$ cat src/rtl/memory_sub_system_param.sv
// Shared geometry and types for the cache subsystem.
package memory_sub_system_param;

  localparam int TAG_LENGTH      = 8;
  localparam int INDEX_LENGTH    = 3;
  localparam int NUM_CACHE_LINES = 1 << INDEX_LENGTH;
  localparam int OFFSET_LENGTH   = 4;
  localparam int ADDR_WIDTH      = TAG_LENGTH + INDEX_LENGTH + OFFSET_LENGTH;

  typedef enum logic [1:0] {
    IDLE   = 2'd0,
    LOOKUP = 2'd1,
    REFILL = 2'd2,
    UPDATE = 2'd3
  } cache_state_t;

  // Field extraction from a CPU address {tag, index, offset}.
  function automatic logic [TAG_LENGTH-1:0] addr_tag(input logic [ADDR_WIDTH-1:0] a);
    return a[ADDR_WIDTH-1 -: TAG_LENGTH];
  endfunction

  function automatic logic [INDEX_LENGTH-1:0] addr_index(input logic [ADDR_WIDTH-1:0] a);
    return a[OFFSET_LENGTH +: INDEX_LENGTH];
  endfunction

endpackage

$ cat src/rtl/dm_cache_ctrl_sat_counter.sv
// Saturating up-counter: sticks at all-ones instead of wrapping.
module sat_counter #(
  parameter int WIDTH = 16
) (
  input  logic             clk,
  input  logic             reset,
  input  logic             inc,
  input  logic             clear,
  output logic [WIDTH-1:0] count
);

  logic [WIDTH-1:0] cnt_q, cnt_d;

  // Next count: clear wins, increment only below the all-ones ceiling.
  always_comb begin
    cnt_d = cnt_q;
    if (clear)
      cnt_d = '0;
    else if (inc && (cnt_q != {WIDTH{1'b1}}))
      cnt_d = cnt_q + 1'b1;
  end

  // Count register.
  always_ff @(posedge clk or posedge reset) begin
    if (reset) cnt_q <= '0;
    else       cnt_q <= cnt_d;
  end

  assign count = cnt_q;

endmodule

$ cat src/rtl/dm_cache_ctrl.sv
// Direct-mapped cache lookup/refill controller in front of tag_mem.
// Owns the per-line valid bits, runs a single-outstanding refill and
// keeps saturating hit/miss statistics.
module dm_cache_ctrl
  import memory_sub_system_param::*;
#(
  parameter int CNT_WIDTH = 16
) (
  input  logic                    clk,
  input  logic                    reset,
  input  logic                    cpu_req,
  input  logic [ADDR_WIDTH-1:0]   cpu_addr,
  input  logic                    flush,
  output logic                    cpu_ready,
  output logic                    cpu_resp_valid,
  output logic                    cpu_hit,
  output logic                    tag_write,
  output logic [INDEX_LENGTH-1:0] tag_index,
  output logic [TAG_LENGTH-1:0]   tag_wdata,
  input  logic [TAG_LENGTH-1:0]   tag_rdata,
  output logic                    mem_req,
  output logic [ADDR_WIDTH-1:0]   mem_addr,
  input  logic                    mem_ack,
  output logic                    data_write,
  output logic [CNT_WIDTH-1:0]    hit_count,
  output logic [CNT_WIDTH-1:0]    miss_count
);

  cache_state_t                state_q, state_d;
  logic [TAG_LENGTH-1:0]       tag_q;
  logic [INDEX_LENGTH-1:0]     idx_q;
  logic [NUM_CACHE_LINES-1:0]  valid_q;

  logic latch_en;
  logic flush_all;
  logic set_valid;
  logic hit_inc;
  logic miss_inc;
  logic lookup_hit;

  assign lookup_hit = valid_q[idx_q] && (tag_rdata == tag_q);

  // Next-state and output decode. In IDLE the index comes straight from the
  // address bus so tag_mem has the line ready during LOOKUP; everywhere else
  // it is the latched index.
  always_comb begin
    state_d        = state_q;
    cpu_ready      = 1'b0;
    cpu_resp_valid = 1'b0;
    cpu_hit        = 1'b0;
    tag_write      = 1'b0;
    data_write     = 1'b0;
    mem_req        = 1'b0;
    tag_index      = idx_q;
    latch_en       = 1'b0;
    flush_all      = 1'b0;
    set_valid      = 1'b0;
    hit_inc        = 1'b0;
    miss_inc       = 1'b0;
    unique case (state_q)
      IDLE: begin
        tag_index = addr_index(cpu_addr);
        if (flush) begin
          flush_all = 1'b1;
        end else begin
          cpu_ready = 1'b1;
          if (cpu_req) begin
            latch_en = 1'b1;
            state_d  = LOOKUP;
          end
        end
      end
      LOOKUP: begin
        if (lookup_hit) begin
          cpu_resp_valid = 1'b1;
          cpu_hit        = 1'b1;
          hit_inc        = 1'b1;
          state_d        = IDLE;
        end else begin
          miss_inc = 1'b1;
          state_d  = REFILL;
        end
      end
      REFILL: begin
        mem_req = 1'b1;
        if (mem_ack) state_d = UPDATE;
      end
      UPDATE: begin
        tag_write      = 1'b1;
        data_write     = 1'b1;
        set_valid      = 1'b1;
        cpu_resp_valid = 1'b1;
        state_d        = IDLE;
      end
      default: state_d = IDLE;
    endcase
  end

  // State register.
  always_ff @(posedge clk or posedge reset) begin
    if (reset) state_q <= IDLE;
    else       state_q <= state_d;
  end

  // Request address latch; offset is dropped since refills are line-aligned.
  always_ff @(posedge clk or posedge reset) begin
    if (reset) begin
      tag_q <= '0;
      idx_q <= '0;
    end else if (latch_en) begin
      tag_q <= addr_tag(cpu_addr);
      idx_q <= addr_index(cpu_addr);
    end
  end

  // Valid bits: flush clears every line, a completed refill marks its line.
  always_ff @(posedge clk or posedge reset) begin
    if (reset)          valid_q <= '0;
    else if (flush_all) valid_q <= '0;
    else if (set_valid) valid_q[idx_q] <= 1'b1;
  end

  assign mem_addr  = {tag_q, idx_q, {OFFSET_LENGTH{1'b0}}};
  assign tag_wdata = tag_q;

  sat_counter #(.WIDTH(CNT_WIDTH)) u_hit_cnt (
    .clk   (clk),
    .reset (reset),
    .inc   (hit_inc),
    .clear (1'b0),
    .count (hit_count)
  );

  sat_counter #(.WIDTH(CNT_WIDTH)) u_miss_cnt (
    .clk   (clk),
    .reset (reset),
    .inc   (miss_inc),
    .clear (1'b0),
    .count (miss_count)
  );

endmodule

$ cat config.mk
export PLATFORM = sky130hd
export DESIGN_NAME = dm_cache_ctrl
export DESIGN_NICKNAME = d
export VERILOG_FILES = /design/src/rtl/memory_sub_system_param.sv /design/src/rtl/dm_cache_ctrl_sat_counter.sv /design/src/rtl/dm_cache_ctrl.sv
export SDC_FILE = /design/constraint.sdc
export NUM_CORES = 1
export LEC_CHECK = 0
export CORE_UTILIZATION = 51
export CTS_CLUSTER_DIAMETER = 40
export DETAILED_ROUTE_END_ITERATION = 8
export PLACE_DENSITY = 0.86
export RECOVER_POWER = 50
export SKIP_LAST_GASP = 1
export SLEW_MARGIN = 25
export SYNTH_ARGS = -nofsm -noshare
export SYNTH_HDL_FRONTEND = slang
export SYNTH_HIERARCHICAL = 1
export SYNTH_SLANG_ARGS = --single-unit
export TNS_END_PERCENT = 1
$ cat constraint.sdc
create_clock -name clk -period 5.95 [get_ports clk]
set_input_delay 1.19 -clock clk [delete_from_list [all_inputs] [get_ports clk]]
set_output_delay 1.19 -clock clk [all_outputs]
set_load 0.01 [all_outputs]
==> results of run 1 <==
[worst max-delay path by stage]
stage	from	end	slack, ns	cells past startpoint
detailed placement	tag_rdata[7]	cpu_hit	1.74	6
global route	tag_rdata[5]	cpu_resp_valid	1.54	6
finish	tag_rdata[5]	cpu_resp_valid	1.64	6
floorplan	tag_rdata[7]	u_hit_cnt/count[13]	2.49	8
CTS	tag_rdata[5]	cpu_hit	1.72	6
global placement	tag_rdata[3]	cpu_hit	1.76	6
[area by class of cell]
cell class / count / area [um^2]
Clock buffer: 8 / 80.1
Fill cell: 461 / 1760
Inverter: 9 / 33.8
Multi-Input combinational cell: 219 / 1480
Sequential cell: 53 / 1330
Tap cell: 72 / 90.1
Timing Repair Buffer: 84 / 838
[sequential cells by signal, indices dropped and copies added, names as in the netlist, named ones only]
register	cells
u_hit_cnt/count	16
u_miss_cnt/count	16
idx_q	3
state_q	1
tag_wdata	8
valid_q	8
[per-layer routing]
layer	track usage	routed length [um]	vias to the layer above
li1	-	-	1261
met1	0.291	2830	1292
met2	0.393	3430	120
met3	0.0529	463	9
met4	0.0741	76	0
met5	0	0	-
[worst register-to-register path, stage by stage, from the launching register on]
cell and delay (ns):
sky130_fd_sc_hd__dfrtp_1 0.55, sky130_fd_sc_hd__mux4_2 0.58, sky130_fd_sc_hd__mux2i_4 0.16, sky130_fd_sc_hd__nor3_1 0.12
sky130_fd_sc_hd__nor2_1 0.46, sky130_fd_sc_hd__nand3_1 0.31, sky130_fd_sc_hd__or4_4 0.52, sky130_fd_sc_hd__or4_1 0.41
sky130_fd_sc_hd__a21oi_1 0.15
[layout by cell type, fill, tap and decap left out, types with 3 or more instances in the layout]
master	Yosys	final
sky130_fd_sc_hd__nor2b_1	8	8
sky130_fd_sc_hd__dlygate4sd3_1	0	22
sky130_fd_sc_hd__nor3_1	9	10
sky130_fd_sc_hd__nand2b_1	5	5
sky130_fd_sc_hd__or4_1	12	12
sky130_fd_sc_hd__or3_1	12	12
sky130_fd_sc_hd__nand2_1	17	17
sky130_fd_sc_hd__nand3_1	14	14
sky130_fd_sc_hd__a21oi_1	27	27
sky130_fd_sc_hd__a32o_1	4	4
sky130_fd_sc_hd__o41ai_1	4	4
sky130_fd_sc_hd__dfrtp_1	53	53
sky130_fd_sc_hd__clkbuf_1	2	3
sky130_fd_sc_hd__mux2_1	9	9
sky130_fd_sc_hd__conb_1	1	6
sky130_fd_sc_hd__inv_1	9	9
sky130_fd_sc_hd__xnor2_1	8	8
sky130_fd_sc_hd__a31oi_1	3	3
sky130_fd_sc_hd__nor4_1	7	7
sky130_fd_sc_hd__clkbuf_8	0	5
sky130_fd_sc_hd__o21ai_0	12	12
sky130_fd_sc_hd__nor2_1	9	9
sky130_fd_sc_hd__nand4_1	10	10
sky130_fd_sc_hd__o31ai_1	10	10
sky130_fd_sc_hd__clkdlybuf4s50_1	0	61
sky130_fd_sc_hd__mux2_2	5	5
[stage by stage]
step           worst slack (ns)  hold WS, ns   util
4_1_cts                    1.72        0.503  0.688
2_1_floorplan              2.49        0.461      -
5_1_grt                    1.54        0.523  0.687
6_report                   1.64        0.496  0.687
3_3_place_gp               1.76        0.469  0.674
3_5_place_dp               1.74        0.483  0.674
[power groups by stage]
stage | Sequential, W | Clock [W] | Combinational [W]
6_report | 0.000509 | 0.000196 | 0.000444
5_1_grt | 0.000522 | 0.000214 | 0.000480
4_1_cts | 0.000511 | 0.000201 | 0.000469
3_5_place_dp | 0.000518 | 0 | 0.000465
3_3_place_gp | 0.000512 | 0 | 0.000453
2_1_floorplan | 0.000508 | 0 | 0.000279
[cells by family (layout without fill, tap and decap cells)]
| logic type | after synthesis | count (layout) |
|---|---|---|
| AO/OA/AOI/OAI | 67 | 67 |
| XOR/XNOR | 8 | 8 |
| adder cells (fa/ha/maj) | 2 | 2 |
| buffers and inverters | 34 | 101 |
| flip-flops | 53 | 53 |
| multiplexers | 19 | 19 |
| other | 1 | 6 |
| AND/OR/NAND/NOR | 117 | 117 |
==> metrics.sh, run 1 <==
WORST_SETUP_PATH_START_KIND='input pin'
CRITICAL-PATH-TOP-DELAY-FAMILY='buffers and inverters'
MOST_COMMON_CELL_IN_THE_NETLIST='sky130_fd_sc_hd__dfrtp_1'
GRT_PASS1_VIAS=2403
NUM_PORTS=92
PORTBUFFERS=83
CTS.SINKS=53
WORSTSETUPENDPOINTTYPE='primary output'
NUM_ANTENNA_CELLS=0
WORST_CASE_VDD_IR_DROP_V=0.000265
TIGHTEST_SLEW_NS=0.837
CLOCK_SKEW_NS=0.00778
CLK_TRANSITION_REPORTED_PATHS_NS=0.08
R2R_END='u_miss_cnt/count[13]'
SYNTH-MAIN-FF-CELL='sky130_fd_sc_hd__dfrtp_1'
SYNTHTOPCELLSBYCOUNT='sky130_fd_sc_hd__dfrtp_1, sky130_fd_sc_hd__a21oi_1, sky130_fd_sc_hd__nand2_1'
DESIGN_POWER_TOTAL_W=0.00115
WORST_PATH_MOST_REPEATED_CELL='sky130_fd_sc_hd__clkdlybuf4s50_1'
GRT_SETUP_UNREPAIRED='false'
FINAL_ROUTED_WIRELENGTH_UM=6800
CTS_HTREE_LEVELS=2
SYNTH_CELLS=301
DRC_VIOLATION_TOTAL_AFTER_THE_FIRST_TRITONROUTE_ITERATION=182
PWR_DENSITY_CELL_nW_PER_UM2=298
CTS.REPAIR.RESIZED=0
MAX_CLOCK_FREQ_GHz=0.232
SEQ_POWER_SHARE=0.443
HOLD_PATH.CLASS='reg2reg'
CTS_TREE='done'
NETSWITCHINGFRACTION=0.336
CTS_MADE_BUFFERS=5
INITIAL_CORE_UTIL=0.536
POST_DRT_WL_PER_CELL_UM=15.3
SYNTH.AREA.TOP_CELLS='sky130_fd_sc_hd__dfrtp_1, sky130_fd_sc_hd__a21oi_1, sky130_fd_sc_hd__buf_4'
COMBINATIONALPOWERSHARE=0.387
GLOBALPLACE.CONGESTION=0.852
FINAL-MAX-SLEW-VIOLATION-COUNT=0
SYNTH_XOR_XNOR_AREA_SHARE=0.0233
INTPOWER_W=0.000763
ROWS=27
CPPEAKSTAGEDELAY_NS=0.53
GRT.TOTAL_USAGE=0.231
R2R_SLACK_NS=2.63
CRIT-REG2REG-LAUNCH='idx_q[0]'
DIEAREA_UM2=6210
SYNTH_AREA_IN_ADDERS=0.00832
GRT_PASS1_WL_UM=11300
POST_SYNTH_MUX_AREA_SHARE=0.0816
YS_TYPES=46
SHARE_OF_CELLS_ABOVE_DRIVE_STRENGTH_1=0.0617
HOLD_VIOL=0
WORSTSETUPPATHTYPE='in2out'
AGGREGATE_NEGATIVE_SETUP_SLACK_NS=0
CLK-INSERTION-DELAY-LATE_NS=0.30
DETAILED_PLACEMENT_WIRELENGTH_ESTIMATE_UM=4970
CLK_ROOT_BUFFER_CELL='sky130_fd_sc_hd__clkbuf_8'
FINALWORSTPATHREQUIREDPERIOD_NS=4.31
PLACED_AREA_UM2=3780
DRT_PASS1_ITERATIONS=5
TOTAL_SWITCHING_POWER_W=0.000386
BEGINNING_OF_THE_WORST_HOLD_PATH='valid_q[6]'
LAYOUT.CELL_AREA.NON_FILLER_UM2=3850
YOSYS_REGISTER_BITS=53
TIMING.CRITICAL_PATH.SLOWEST_STAGE_CELL='sky130_fd_sc_hd__clkdlybuf4s50_1'
CRITICAL_PATH_CELL_BY_CELL='clkdlybuf4s50_1 > xnor2_1 > nand4_1 > nor3_1 > o21a_1 > clkdlybuf4s50_1'
MAX_SLEW_MARGIN=0.442
DIE_WIDTH_UM=78.8
VIAS_POST_DR=2682
POST_CTS_SETUP_BUFFER_COUNT=0
SYNTH.CELL_AREA_UM2=3010
CORE-AREA_UM2=5610
HOLDBUFCOUNTCTS=0
CELLLEAKAGEPOWER_nW=1.48
FINAL_NETS=402
YOSYSSEQAREASHARE=0.441
WORST_EP_ARRIVAL_TIME_NS=3.12
FINAL-SETUP-VIOL-COUNT=0
SYNTH_SIMPLE_GATE_AREA_FRAC=0.236
GRT_MAX_DEGREE=22
MIN_PATH_CELLS=1
DOMINANT_COMBINATIONAL_CELL_FAMILY_BY_AREA_AFTER_SYNTHESIS='simple AND/OR/NAND/NOR gates'
CLKPWRFRAC=0.171
GRT_TOTAL_OVFL=0
VIASPERCELL=6.03
RR_WORST_DEPTH=8
SYNTH_COMPOUND_AREA_FRAC=0.139
CRITPATHBUFINV=2
POSTROUTEANTENNANETS=0
DRCVIOLATIONCOUNT=0
MAXCAPVIOLATIONS=0
TIMING.HOLD.WORST_ENDPOINT='valid_q[6]'
NUMBER_OF_FLOPS_MAPPED_TO_ENABLE_CELLS_BY_YOSYS=0
CLOCK_TREE.BUFFER_DEPTH=2
SYNTH_LARGEST_AREA_CELL='sky130_fd_sc_hd__dfrtp_1'
AREA_GROWTH_SYN_TO_LAYOUT_PCT=28.1
CRIT_REQUIRED_NS=4.76
SYNTHESIS.AREA_PER_INSTANCE_UM2=9.99
FINAL_CELLS=445
SYNTH_TOP_CELL_AREA_SHARE=0.441
WORSTPATHMAXFANOUT=3
POST-PLACE-CELLS=437
PERIOD_UTILIZATION=0.725
SYNTHESIS.YOSYS.WARNINGS=6
DIE_Y_EXTENT_UM=78.8
ASYNCSETRESETFLOPFRACSYNTH=1.00
ANTENNA_VIOLATIONS_BEFORE_REPAIR=0
OUTCOME='complete, no violations'
Power figures use the tool's default switching activity.
==> run 2, diff against run 1 <==
Settings changed: CORE_UTILIZATION 51 to 47, PLACE_DENSITY 0.86 to 0.8.
Clock period 5.95 ns to 4.4 ns, I/O delays scaled along.
==> run 2 against run 1 <==
Effect of this change:
- highest routed layer unchanged
- via count shrank 1.6%
- hold slack improved by 0.0080 ns
- largest power group unchanged
- largest cell class unchanged
- combinational power increased by 36%
- first-iteration DRC count shrank 23%
- core utilization shrank 4.3 points
- cell area rose by 1.2%
- clock power grew 77%
- setup slack worse by 0.88 ns
- register-to-register slack worse by 1.3 ns
==> metrics.sh, run 2 (same netlist as run 1, synthesis figures left out) <==
MULTI_INPUT_AREA_UM2=1480  # unchanged
CELLLEAKAGEPOWER_nW=1.50  # was 1.48 nW
FINAL_NETS=403  # was 402
HOLD_SLACK_NS=0.504  # was 0.496 ns
POST_DRT_WL_PER_CELL_UM=16.0  # was 15.3 um
NUM_PORTS=92  # unchanged
DP_SLACK_NS=0.730  # was 1.74 ns
WORST_SETUP_PATH_START_KIND='input pin'  # unchanged
CTS_TREE='done'  # unchanged
HOLDBUFCOUNTCTS=0  # unchanged
GRT_TOTAL_OVFL=0  # unchanged
INITIAL_CORE_UTIL=0.496  # was 0.536
GRT_MAX_DEGREE=22  # unchanged
DIE_Y_EXTENT_UM=82.0  # was 78.8 um
ANTENNA_VIOLATIONS_BEFORE_REPAIR=0  # unchanged
R2R_SLACK_NS=1.33  # was 2.63 ns
MIN_PATH_CELLS=1  # unchanged
FINAL_ROUTED_WIRELENGTH_UM=7180  # was 6800 um
SHARE_OF_CELLS_ABOVE_DRIVE_STRENGTH_1=0.0695  # was 0.0617
DRT_PASS1_ITERATIONS=4  # was 5
ROUTE.LAYER.MET1.WL_UM=3210  # was 2830 um
PERIOD_UTILIZATION=0.829
WORSTSETUPENDPOINTTYPE='primary output'  # unchanged
WORSTSETUPPATHTYPE='in2out'  # unchanged
FINALWORSTPATHREQUIREDPERIOD_NS=3.65
FINAL.FILL_COUNT=520  # was 461
GRT.TOTAL_USAGE=0.224  # was 0.231
GLOBALPLACE.CONGESTION=0.862  # was 0.852
CLK_ROOT_BUFFER_CELL='sky130_fd_sc_hd__clkbuf_8'  # unchanged
NUM_ANTENNA_CELLS=0  # unchanged
PORTBUFFERS=83  # unchanged
POST-PLACE-CELLS=441  # was 437
DIE_WIDTH_UM=82.0  # was 78.8 um
MAXCAPVIOLATIONS=0  # unchanged
GRT_PASS1_WL_UM=11600  # was 11300 um
VIAS_POST_DR=2638  # was 2682
HOLD_VIOL=0  # unchanged
DETAILED_PLACEMENT_WIRELENGTH_ESTIMATE_UM=5150  # was 4970 um
DESIGN_POWER_TOTAL_W=0.00164  # was 0.00115 W
HOLD_PATH.CLASS='reg2reg'  # unchanged
WORSTPATHMAXFANOUT=9  # was 3
AGGREGATE_NEGATIVE_SETUP_SLACK_NS=0  # unchanged
TOP_SIGNAL_LAYER_USED='met4'  # unchanged
DRC_VIOLATION_TOTAL_AFTER_THE_FIRST_TRITONROUTE_ITERATION=140  # was 182
DRCVIOLATIONCOUNT=0  # unchanged
TIGHTEST_SLEW_NS=0.801  # was 0.837 ns
AREA_GROWTH_SYN_TO_LAYOUT_PCT=29.7  # was 28.1%
FINAL_CELLS=449  # was 445
RR_WORST_DEPTH=9  # was 8
CTS_HTREE_LEVELS=2  # unchanged
OUTCOME='complete, no violations'  # unchanged
CLK_TRANSITION_REPORTED_PATHS_NS=0.09  # was 0.08 ns
POSTROUTEANTENNANETS=0  # unchanged
CTS.SINKS=53  # unchanged
WORST_EP_ARRIVAL_TIME_NS=2.77  # was 3.12 ns
CLOCK_TREE.BUFFER_DEPTH=2  # unchanged
CTS_MADE_BUFFERS=5  # unchanged
CRIT-REG2REG-LAUNCH='idx_q[0]'  # unchanged
ROWS=28  # was 27
FINAL-MAX-SLEW-VIOLATION-COUNT=0  # unchanged
CLK-INSERTION-DELAY-LATE_NS=0.31  # was 0.30 ns
MAX_SLEW_MARGIN=0.466  # was 0.442
CRIT_REQUIRED_NS=3.52  # was 4.76 ns
FINAL-SETUP-VIOL-COUNT=0  # unchanged
MAX_CLOCK_FREQ_GHz=0.274
VIASPERCELL=5.88  # was 6.03
PWR_DENSITY_CELL_nW_PER_UM2=421  # was 298 nW/um^2
WORST_SLACK_NS=0.754  # was 1.64 ns
CLOCK_SKEW_NS=0.0114  # was 0.00778 ns
DETAILROUTE.WIRELENGTH.MET3_UM=244  # was 463 um
DR_WL_MET2_UM=3650  # was 3430 um
BEGINNING_OF_THE_WORST_HOLD_PATH='valid_q[5]'  # was valid_q[6]
CTS.REPAIR.RESIZED=0  # unchanged
CORE-AREA_UM2=6060  # was 5610 um^2
GRT_PASS1_VIAS=2490  # was 2403
WORST_CASE_VDD_IR_DROP_V=0.000351  # was 0.000265 V
FINAL_COMMON_CELL='sky130_fd_sc_hd__clkdlybuf4s50_1'  # unchanged
TIMING.HOLD.WORST_ENDPOINT='valid_q[5]'  # was valid_q[6]
DIEAREA_UM2=6720  # was 6210 um^2
POST_CTS_SETUP_BUFFER_COUNT=0  # unchanged
LAYOUT_COMMON_CELLS='sky130_fd_sc_hd__clkdlybuf4s50_1, sky130_fd_sc_hd__dfrtp_1, sky130_fd_sc_hd__a21oi_1'  # unchanged
GRT_SETUP_UNREPAIRED='false'  # unchanged
R2R_END='u_miss_cnt/count[13]'  # unchanged
FINAL-SEQ-AREA_UM2=1330  # unchanged
[run 2: cell count changes in the layout (fill, tap and decap cells not counted)]
cell | previous run | this run
sky130_fd_sc_hd__clkbuf_8 | 5 | 6
sky130_fd_sc_hd__buf_4 | 1 | 2
sky130_fd_sc_hd__and2_1 | 1 | 0
sky130_fd_sc_hd__o21ai_0 | 12 | 13
sky130_fd_sc_hd__dlygate4sd3_1 | 22 | 21
sky130_fd_sc_hd__bufinv_16 | 0 | 1
sky130_fd_sc_hd__and2_0 | 1 | 2
sky130_fd_sc_hd__clkbuf_1 | 3 | 1
sky130_fd_sc_hd__clkdlybuf4s50_1 | 61 | 62
sky130_fd_sc_hd__o21ai_1 | 2 | 1
[run 2: cell type report]
type                       instances  area share
multi-input combinational        219       0.380
sequential                        53       0.340
timing repair buffer              85       0.217
tap                               75      0.0241
clock buffer                       7      0.0221
inverter                           9     0.00866
clock inverter                     1     0.00770
[run 2: how the worst max path moves through the flow]
stage | cells past startpoint | from | end
after floorplan | 8 | tag_rdata[7] | u_hit_cnt/count[13]
after global placement | 6 | tag_rdata[7] | cpu_hit
after detailed placement | 6 | tag_rdata[0] | cpu_hit
after CTS | 6 | tag_rdata[0] | cpu_hit
after global routing | 6 | tag_rdata[0] | cpu_hit
final | 6 | tag_rdata[0] | cpu_hit
[run 2: worst max-delay path, stage by stage]
cell,delay (ns)
sky130_fd_sc_hd__clkdlybuf4s50_1,0.49
sky130_fd_sc_hd__xnor2_1,0.13
sky130_fd_sc_hd__nand4_1,0.20
sky130_fd_sc_hd__nor4_1,0.29
sky130_fd_sc_hd__buf_4,0.22
sky130_fd_sc_hd__clkdlybuf4s50_1,0.56
[run 2: per-layer routing]
| metal | vias up | global-route usage |
|---|---|---|
| met4 | 0 | 0.0614 |
| met5 | - | 0 |
| met1 | 1303 | 0.293 |
| met3 | 6 | 0.0378 |
| met2 | 68 | 0.382 |
| li1 | 1261 | - |
[run 2: stage by stage]
stage,instance area [um^2],utilization
after CTS,3910,0.644
after global placement,3790,0.625
after floorplan,3030,-
final,3900,0.643
after global routing,3900,0.643
after detailed placement,3790,0.625
[run 2: power by group]
group,switching (W),internal [W]
Sequential,0.000115,0.000576
Clock,0.000161,0.000186
Combinational,0.000257,0.000347
==> run 3, diff against run 2 <==
Clock period 4.4 ns to 3.63 ns, I/O delays scaled along.
==> run 3 against run 2 <==
Effect of this change:
- clock-buffer cell count did not move
- sequential share of layout area is 0.20 points higher
- setup slack worse by 0.42 ns
- critical endpoint unchanged
- hold slack worse by 0.0079 ns
- first-iteration DRC count increased by 13%
- critical path depth stayed put
- non-clock buffer count increased by 1
==> metrics.sh, run 3 (same netlist as run 1, synthesis figures left out) <==
FINAL_COMMON_CELL='sky130_fd_sc_hd__clkdlybuf4s50_1'  # unchanged
VIAS_POST_DR=2656  # was 2638
R2R_SLACK_NS=0.79  # was 1.33 ns
GRT.TOTAL_USAGE=0.216  # was 0.224
HOLD_SLACK_NS=0.496  # was 0.504 ns
GRT_MAX_DEGREE=22  # unchanged
FINAL.FILL_COUNT=521  # was 520
WORST_PATH_MOST_REPEATED_CELL='sky130_fd_sc_hd__clkdlybuf4s50_1'  # unchanged
HOLD_VIOL=0  # unchanged
FINAL_NETS=404  # was 403
WORSTSETUPPATHTYPE='in2out'  # unchanged
R2R_END='u_hit_cnt/count[13]'  # was u_miss_cnt/count[13]
CRIT-REG2REG-LAUNCH='idx_q[0]'  # unchanged
POST_CTS_SETUP_BUFFER_COUNT=0  # unchanged
CTS_MADE_BUFFERS=5  # unchanged
CTS.SINKS=53  # unchanged
HOLDBUFCOUNTCTS=0  # unchanged
WORST_SETUP_PATH_START_KIND='input pin'  # unchanged
MULTI_INPUT_AREA_UM2=1480  # unchanged
GRT_SETUP_UNREPAIRED='false'  # unchanged
MAXCAPVIOLATIONS=0  # unchanged
DIE_WIDTH_UM=82.0  # unchanged
GRT_TOTAL_OVFL=0  # unchanged
PERIOD_UTILIZATION=0.907
TIMING.CRITICAL_PATH.SLOWEST_STAGE_CELL='sky130_fd_sc_hd__clkdlybuf4s50_1'  # unchanged
PWR_DENSITY_CELL_nW_PER_UM2=491  # was 421 nW/um^2
AGGREGATE_NEGATIVE_SETUP_SLACK_NS=0  # unchanged
GRT_PASS1_VIAS=2318  # was 2490
FINAL-SEQ-AREA_UM2=1330  # unchanged
DETAILED_PLACEMENT_WIRELENGTH_ESTIMATE_UM=4870  # was 5150 um
CLK_TRANSITION_REPORTED_PATHS_NS=0.09  # about the same
CELLLEAKAGEPOWER_nW=1.49  # was 1.50 nW
TIMING.HOLD.WORST_ENDPOINT='valid_q[6]'  # was valid_q[5]
CTS.REPAIR.RESIZED=0  # unchanged
FINAL-MAX-SLEW-VIOLATION-COUNT=0  # unchanged
LAYOUT_COMMON_CELLS='sky130_fd_sc_hd__clkdlybuf4s50_1, sky130_fd_sc_hd__dfrtp_1, sky130_fd_sc_hd__a21oi_1'  # unchanged
MIN_PATH_CELLS=1  # unchanged
CTS_HTREE_LEVELS=2  # unchanged
DIEAREA_UM2=6720  # unchanged
WORSTPATHMAXFANOUT=9  # unchanged
DRC_VIOLATION_TOTAL_AFTER_THE_FIRST_TRITONROUTE_ITERATION=158  # was 140
FINALWORSTPATHREQUIREDPERIOD_NS=3.29
NUM_ANTENNA_CELLS=0  # unchanged
GRT_PASS1_WL_UM=11100  # was 11600 um
OUTCOME='complete, no violations'  # unchanged
GLOBALPLACE.CONGESTION=0.843  # was 0.862
NUM_PORTS=92  # unchanged
SHARE_OF_CELLS_ABOVE_DRIVE_STRENGTH_1=0.0695  # unchanged
POST_DRT_WL_PER_CELL_UM=15.1  # was 16.0 um
CLOCK_SKEW_NS=0.00567  # was 0.0114 ns
DRT_PASS1_ITERATIONS=4  # unchanged
WORST_CASE_VDD_IR_DROP_V=0.000426  # was 0.000351 V
CORE-AREA_UM2=6060  # unchanged
CTS_TREE='done'  # unchanged
DIE_Y_EXTENT_UM=82.0  # unchanged
CLK-INSERTION-DELAY-LATE_NS=0.31  # about the same
VIASPERCELL=5.92  # was 5.88
ROWS=28  # unchanged
WORSTSETUPENDPOINTTYPE='primary output'  # unchanged
HOLD_PATH.CLASS='reg2reg'  # unchanged
DRCVIOLATIONCOUNT=0  # unchanged
ANTENNA_VIOLATIONS_BEFORE_REPAIR=0  # unchanged
FINAL_ROUTED_WIRELENGTH_UM=6770  # was 7180 um
MAX_SLEW_MARGIN=0.441  # was 0.466
CLK_ROOT_BUFFER_CELL='sky130_fd_sc_hd__clkbuf_8'  # unchanged
PORTBUFFERS=83  # unchanged
AREA_GROWTH_SYN_TO_LAYOUT_PCT=29.0  # was 29.7%
WORST_EP_ARRIVAL_TIME_NS=2.57  # was 2.77 ns
INITIAL_CORE_UTIL=0.496  # unchanged
MAX_CLOCK_FREQ_GHz=0.304
CPPEAKSTAGEDELAY_NS=0.56  # about the same
TIGHTEST_SLEW_NS=0.838  # was 0.801 ns
RR_WORST_DEPTH=8  # was 9
CRIT_REQUIRED_NS=2.90  # was 3.52 ns
BEGINNING_OF_THE_WORST_HOLD_PATH='valid_q[6]'  # was valid_q[5]
CLOCK_TREE.BUFFER_DEPTH=2  # unchanged
CRITICAL_PATH_CELL_BY_CELL='clkdlybuf4s50_1 > xnor2_1 > nand4_1 > nor4_1 > buf_4 > clkdlybuf4s50_1'  # unchanged
POSTROUTEANTENNANETS=0  # unchanged
FINAL-SETUP-VIOL-COUNT=0  # unchanged
run 3: worst max path at each step:
stage,startpoint,slack (ns),end,cells past startpoint
after detailed placement,tag_rdata[6],0.26,u_hit_cnt/count[13],9
after global placement,tag_rdata[6],0.33,u_hit_cnt/count[13],9
final,tag_rdata[6],0.34,cpu_hit,6
after global routing,tag_rdata[0],0.27,cpu_hit,6
after CTS,tag_rdata[6],0.28,cpu_hit,6
after floorplan,tag_rdata[7],0.64,u_hit_cnt/count[13],8
run 3: through the flow:
stage          power (W)   util  instance area [um^2]  std cells  worst slack [ns]
4_1_cts          0.00196  0.641                  3880        449             0.282
2_1_floorplan    0.00129      -                  3030        306             0.637
3_3_place_gp     0.00159  0.626                  3800        442             0.331
6_report         0.00190  0.640                  3880        449             0.339
3_5_place_dp     0.00161  0.626                  3800        442             0.258
5_1_grt          0.00201  0.640                  3880        449             0.274
run 3: area by class of cell:
cell class              instances  area share
clock buffers                   7      0.0223
inverters                       9     0.00871
multi-input cells             219       0.383
flip-flops and latches         53       0.342
well taps                      75      0.0242
repair buffers                 86       0.220
run 3: layer usage:
layer  track usage  part of all wire  vias to the layer above
met3        0.0422             0.043                       10
met5             0                 0                        -
li1              -                 -                     1263
met2         0.343              0.49                       75
met1         0.292              0.45                     1308
met4        0.0754             0.016                        0
run 3: power by group:
| part | switching (W) | internal (W) | leakage [nW] | total (W) |
|---|---|---|---|---|
| clock network | 0.000192 | 0.000152 | 0.0443 | 0.000344 |
| registers | 0.000133 | 0.000698 | 0.713 | 0.000831 |
| logic | 0.000308 | 0.000419 | 0.733 | 0.000728 |
run 3: worst max-delay path: cells and delay by family:
kind | cells | cell delay, ns
xor gates and xnor gates | 1 | 0.13
buffers and inverters | 3 | 1.24
and+or+nand+nor | 2 | 0.46
